--- config.mk ---
export PLATFORM = sky130hd
export DESIGN_NAME = idct_transpose_buffer
export DESIGN_NICKNAME = d
export VERILOG_FILES = /design/src/rtl/idct_transpose_buffer.sv
export SDC_FILE = /design/constraint.sdc
export NUM_CORES = 2
export LEC_CHECK = 0
export ABC_AREA = 0
export BUFFER_PORTS_ARGS = -buffer_cell sky130_fd_sc_hd__buf_2
export CAP_MARGIN = 20
export CORE_MARGIN = 2
export CORE_UTILIZATION = 60
export CTS_CLUSTER_SIZE = 20
export DETAILED_ROUTE_END_ITERATION = 8
export GPL_ROUTABILITY_DRIVEN = 1
export PLACE_DENSITY = 0.75
export SYNTH_ARGS = -nofsm -noshare
export SYNTH_HDL_FRONTEND = slang
export SYNTH_SLANG_ARGS = --single-unit
--- constraint.sdc ---
create_clock -name clk -period 34 [get_ports clk]
set_input_delay 3.4 -clock clk [delete_from_list [all_inputs] [get_ports clk]]
set_output_delay 3.4 -clock clk [all_outputs]
set_load 0.05 [all_outputs]
--- src/rtl/idct_transpose_buffer.sv ---
// Ping-pong 8x8 transpose memory: one bank fills row-by-row while the other
// drains column-by-column in the packing idct_col expects.
module idct_transpose_buffer #(
    parameter int DATA_W = 16
) (
    input  logic                clk,
    input  logic                rst_n,
    input  logic                in_valid,
    output logic                in_ready,
    input  logic [8*DATA_W-1:0] in_row,
    output logic                out_valid,
    input  logic                out_ready,
    output logic [8*DATA_W-1:0] out_col,
    output logic                out_last
);

    localparam int WORD_W = 8 * DATA_W;

    logic [WORD_W-1:0] mem [2][8];

    logic       wr_bank;
    logic       rd_bank;
    logic [2:0] wr_row;
    logic [2:0] rd_col;
    logic [1:0] full;
    logic [1:0] full_next;
    logic       wr_fire;
    logic       rd_fire;

    assign in_ready  = !full[wr_bank];
    assign out_valid = full[rd_bank];
    assign wr_fire   = in_valid && in_ready;
    assign rd_fire   = out_valid && out_ready;
    assign out_last  = out_valid && (rd_col == 3'd7);

    // Storage carries no reset; the full bits alone decide what is valid.
    always_ff @(posedge clk) begin
        if (wr_fire) begin
            mem[wr_bank][wr_row] <= in_row;
        end
    end

    always_comb begin
        full_next = full;
        if (wr_fire && (wr_row == 3'd7)) begin
            full_next[wr_bank] = 1'b1;
        end
        if (rd_fire && (rd_col == 3'd7)) begin
            full_next[rd_bank] = 1'b0;
        end
    end

    always_ff @(posedge clk or negedge rst_n) begin
        if (!rst_n) begin
            wr_bank <= 1'b0;
            rd_bank <= 1'b0;
            wr_row  <= 3'd0;
            rd_col  <= 3'd0;
            full    <= 2'b00;
        end else begin
            full <= full_next;
            if (wr_fire) begin
                wr_row <= wr_row + 3'd1;
                if (wr_row == 3'd7) begin
                    wr_bank <= !wr_bank;
                end
            end
            if (rd_fire) begin
                rd_col <= rd_col + 3'd1;
                if (rd_col == 3'd7) begin
                    rd_bank <= !rd_bank;
                end
            end
        end
    end

    // Element i of the column is row i's entry at the current column index.
    always_comb begin
        out_col = '0;
        if (out_valid) begin
            for (int i = 0; i < 8; i++) begin
                out_col[i*DATA_W +: DATA_W] = mem[rd_bank][i][int'(rd_col)*DATA_W +: DATA_W];
            end
        end
    end

endmodule
# Yosys cells after proc, flatten, opt, wreduce, memory -nomap -nowiden
# Memory sizes are Yosys's and may differ from the RTL's.
# Cells that the tools add are included.
word_totals:
  ff_bits: 10
  mem_bits_rw: 2048
  in_bits: 132
  out_inout_bits: 131
  elab_cells: 56
  mem_count: 1
op_classes:
  add_sub_neg: 2
  magnitude_cmp: 6
  n_eq_ne: 2
  shifts: 8
  mux: 15
  bitwise_logic: 4
  reduce_logical: 13
memory_table:
  columns: ["name", "depth", "word_bits", "read_ports", "rd_ports_with_merged_regs", "wr", "line", "rtl"]
  rows:
  - ["mem", 2, 1024, 1, 0, 1, "19", "logic [WORD_W-1:0] mem [2][8];"]
ops:
  columns: ["cell", "n"]
  rows:
  - ["$mux 1024", 1]
  - ["$shiftx 128x8->16", 8]
  - ["$demux 128 s3", 1]
  - ["$mux 128", 2]
  - ["$logic_and 1x1->1", 8]
  - ["$mux 1", 7]
  - ["$add 3x1->3 const B", 2]
  - ["$eq 3x3->1 const B", 2]
  - ["$ge 4x4->1 const B", 1]
  - ["$lt 1x2->1 const B", 2]
  - ["$lt 4x1->1 const B", 1]
  - ["$mux 2", 2]
  - ["$not 3->4", 1]
  - ["$reduce_and 2->1", 2]
  - ["$logic_not 1->1", 3]
  - ["$and 2x2->2", 1]
  - ["$demux 1 s1", 2]
  - ["$ge 1x1->1 const B", 2]
  - ["$not 2->2", 1]
  - ["$or 2x2->2", 1]

# Longest topological paths before layout
logic_depth:
  word_depth: 8
  mapped_depth: 7

# Least setup slack after synthesis
# No wires, ideal clock.
synth_timing:
  kind: "input to register"
  startpoint: "in in_valid"
  endpoint: "mem mem[0][1000] (netlist name), enable pin"
  setup_time_ns: 0.934
  arrival_time_ns: 16.001
  required_ns: 33.066
  setup_slack_ns: 17.065
  path_stages: 3
  path_buffers: 1
  path_cell_list: "buf_1 nand3b_1 nor4_1"
synth_via:
  elab_chain_cells: 3
synth_lines:
  columns: ["element", "line", "rtl"]
  rows:
  - ["start, declared", "8", "input logic in_valid,"]
  - ["$logic_and 1x1->1", "32", "assign wr_fire = in_valid && in_ready;"]
  - ["$mux 1", "38", "if (wr_fire) begin"]
  - ["$mux 1024 (implied by the code)", "39", "mem[wr_bank][wr_row] <= in_row;"]
  - ["end, declared", "19", null]
# Every way passes these cells.

# Worst setup path after layout
layout_timing:
  startpoint: "reg rd_bank"
  endpoint: "out out_col[71]"
layout_via:
  elab_chain_cells: 3
layout_lines:
  columns: ["element", "line", "rtl"]
  rows:
  - ["start, declared", "22", "logic rd_bank;"]
  - ["start signal, assigned", "71", "rd_bank <= !rd_bank;"]
  - ["$mem_v2 2x1024 / $mux 1 (equally long branches)", null, null]
  - ["$shiftx 128x8->16 / $mux 1 (equally long branches)", "82, 31", null]
  - ["$mux 128 (*)", "80", "if (out_valid) begin"]
  - ["end, declared", "13", "output logic [8*DATA_W-1:0] out_col,"]
# Every way passes the cells marked *; elsewhere a longest branch is shown, timed or not. The select of a mux whose other input is x is not followed.

==> impl_results.md <==
- Status: complete, no violations
- Category of the worst setup path capture point: output port
- Upper clock frequency limit: 0.111 GHz
- Final Hold Fails: 0
- Fin nets: 3664
- Worst max-slew margin expressed relative to the limit: 0.250
- Overall die height: 364 µm
- Largest fanout of any net on the critical path: 46
- Number of global-route vias before repair: 36500
- Count of standard-cell rows: 132
- Worst reg2reg path depth: 5
- Final setup violation count: 0
- Input/output buffers: 262
- Synth area leaders: sky130_fd_sc_hd__edfxtp_1 79%, sky130_fd_sc_hd__mux4_2 15%, sky130_fd_sc_hd__mux2i_1 3.3%
- Synthesized area divided by synthesized cell count: 24.4 µm²
- Post-placement worst setup slack: 25.65 ns
- Routed vias/inst: 6.60
- Area used by multi-input combinational logic: 15400 µm²
- Global placement routability congestion: 0.814
- Number of sinks driven by the clock tree: 2058
- Largest net degree at the start of global routing: 159
- Number of storage elements in the synthesis netlist: 2058
- Wire length of the first global-routing pass: 255000 µm
- Area after DPL: 81200 µm²
- Clock-pin slew of the registers on the worst-case setup and hold paths: 0.06 ns
- Final Instance Area: 87400 µm²
- Post-synthesis net count: 3324
- Effective utilization at floorplan: 0.603
- Clock tree from TritonCTS: yes
- Global-route usage over all layers: 0.269
- Yosys top cell area share: 0.789
- Combined flip-flop and latch cell area: 61800 µm²
- Transition time at the pin with the least slew margin: 1.13 ns
- Critical path launch point type: flop
- Maximum vdd ir drop: 97.8 µV
- Overflow after GRT: 0
- Worst setup margin: 24.95 ns
- Data required, critical path: 30.60 ns
- Worst setup path startpoint: rd_bank
- Iteration-0 DRC count of the detailed router: 4904
- Core box area: 129000 µm²
- Detail Placement HPWL: 98100 µm
- DRC Markers: 0
- Post-synth cell types: 29
- Clock Tree Buf Depth: 3
- Setup repair bufs after CTS: 0
- Total power density per cell area: 87.9 nW/µm²
- Clk root buf: sky130_fd_sc_hd__clkbuf_16
- Max Cap Violations: 0
- Synthesized netlist cell count: 3188
- Initial antenna violation count: 46
- Number of warning messages in the yosys log: 0
- Critical register-to-register path endpoint: mem[1][119]
- Filler cell count: 7666
- Post-route minimum period: 9.05 ns
- Startpoint of the most critical register-to-register path: wr_bank
- Post-DR wirelength/cell: 32.3 µm
- TritonRoute pass-1 iters: 8
- H-tree lvl count: 4
- Final setup TNS: 0 ns
- Number of placed I/O pins: 263
- Leak Pwr: 28.0 nW
- Final wirelength: 176000 µm
- Leading cell type in the layout, fill and taps excluded: sky130_fd_sc_hd__edfxtp_1
- Sequential-to-total area share from yosys stat: 0.792
- Cell type contributing the most total cell area after synthesis: sky130_fd_sc_hd__edfxtp_1
- Post-synthesis to final-layout area growth: 12.1%
- Remaining number of nets flagged by the antenna check after routing: 0
- Slew Viols, Final: 0
- Layout Skew: 0.0187 ns
- Crit path to: out_col[71]
- DIE AREA: 133000 µm²
- Commonest cells after routing, fill and taps aside: 2048 x sky130_fd_sc_hd__edfxtp_1, 510 x sky130_fd_sc_hd__mux4_2, 262 x sky130_fd_sc_hd__buf_2
- RSZ-0062 raised after global routing: false
- Type of the worst setup path: flop to output port
- Final Total Pwr: 7.68 mW
- Hold Buf Count CTS: 0
- Min-delay worst type: flop to flop
- Inserted Clock Buffers: 193
- Final period util: 0.266
- Fraction of final layout cells sized beyond drive strength 1: 0.305
- Summed instance area of the synthesized netlist: 77900 µm²
- Reg2Reg Setup Slack: 29.39 ns
- CTS resizes: 0
- Insertion delay to the later sink of the worst-skew pair: 0.83 ns
- Detailed-route via count: 36000
- Width of the chip: 364 µm
- Crit path DAT: 5.65 ns
==> Yosys cell counts <==
cell and instances:
sky130_fd_sc_hd__edfxtp_1 2048, sky130_fd_sc_hd__mux4_2 510, sky130_fd_sc_hd__mux2i_1 257, sky130_fd_sc_hd__o22ai_1 128
sky130_fd_sc_hd__buf_2 89, sky130_fd_sc_hd__clkbuf_1 38, sky130_fd_sc_hd__buf_4 31, sky130_fd_sc_hd__buf_1 12
sky130_fd_sc_hd__dfrtp_1 10, sky130_fd_sc_hd__nor3_1 10, sky130_fd_sc_hd__mux2_2 8, sky130_fd_sc_hd__nand2_1 7
sky130_fd_sc_hd__buf_6 5, sky130_fd_sc_hd__ha_1 4, sky130_fd_sc_hd__nand2b_1 4, sky130_fd_sc_hd__nor2_1 4
sky130_fd_sc_hd__nor4_1 3, sky130_fd_sc_hd__xnor2_1 3, sky130_fd_sc_hd__a21oi_1 2, sky130_fd_sc_hd__a31oi_1 2
sky130_fd_sc_hd__inv_1 2, sky130_fd_sc_hd__nand3_1 2, sky130_fd_sc_hd__nand4_1 2, sky130_fd_sc_hd__o21ai_0 2
sky130_fd_sc_hd__a2bb2o_1 1, sky130_fd_sc_hd__and2_1 1, sky130_fd_sc_hd__and3_1 1, sky130_fd_sc_hd__nand3b_1 1
sky130_fd_sc_hd__o32ai_1 1
==> worst min path at each step <==
stage,slack (ns),cells past startpoint,startpoint,endpoint
after global placement,0.55,1,wr_row[0],wr_row[0]
after detailed placement,0.58,1,wr_row[0],wr_row[0]
after floorplan,0.51,2,full[0],full[0]
after CTS,0.60,1,wr_row[0],wr_row[0]
after global routing,0.63,1,wr_row[0],wr_row[0]
final,0.60,1,wr_row[0],wr_row[0]
==> critical path: stages (launching register included) <==
cell	delay, ns
sky130_fd_sc_hd__dfrtp_4	0.80
sky130_fd_sc_hd__buf_4	0.71
sky130_fd_sc_hd__buf_4	0.79
sky130_fd_sc_hd__buf_4	0.85
sky130_fd_sc_hd__mux4_2	0.60
sky130_fd_sc_hd__mux2i_1	0.29
sky130_fd_sc_hd__o22ai_1	0.24
sky130_fd_sc_hd__buf_2	0.33
==> final cells by class <==
type / instances / area share
clock buffer: 237 / 0.0584
tap: 1742 / 0.0249
sequential: 2058 / 0.707
multi-input combinational: 953 / 0.176
clock inverter: 121 / 0.0117
timing repair buffer: 320 / 0.0219
inverter: 2 / 0.0000859
antenna: 23 / 0.000659
==> logic make-up (layout without fill, tap and decap cells) <==
family                     count (synthesis)  count (layout)  synth area share
xor gates and xnor gates                   3               3          0.000337
other                                      0              23                 0
AOI/OAI and AO/OA                        136             136            0.0109
muxes                                    775             775             0.182
buffers and inverters                    177             680            0.0119
adders and majority gates                  4               4          0.000642
DFF                                     2058            2058             0.792
and+or+nand+nor                           35              35           0.00228
==> routing by layer <==
metal  global-route usage  part of all wire
met1                0.378              0.37
met2                0.413              0.48
met3               0.0786              0.11
met4               0.0904             0.033
met5                    0            0.0016
==> sequential cells by signal (all words and copies together) (netlist names) <==
register  count
full          2
mem        2048
rd_bank       1
rd_col        3
wr_bank       1
wr_row        3
==> power breakdown <==
part	switching [mW]	total, mW	internal (mW)
Clock	0.902	2.08	1.18
Combinational	1.63	2.52	0.886
Sequential	0.0821	3.08	3.00
==> through the flow <==
stage / util / hold WS, ns / std cells
global placement: 0.628 / 0.549 / 5073
floorplan: - / 0.510 / 3188
global route: 0.676 / 0.630 / 5438
detailed placement: 0.628 / 0.580 / 5073
finish: 0.677 / 0.603 / 5456
CTS: 0.676 / 0.595 / 5431
Note: power is estimated with default switching activity, not from simulation.
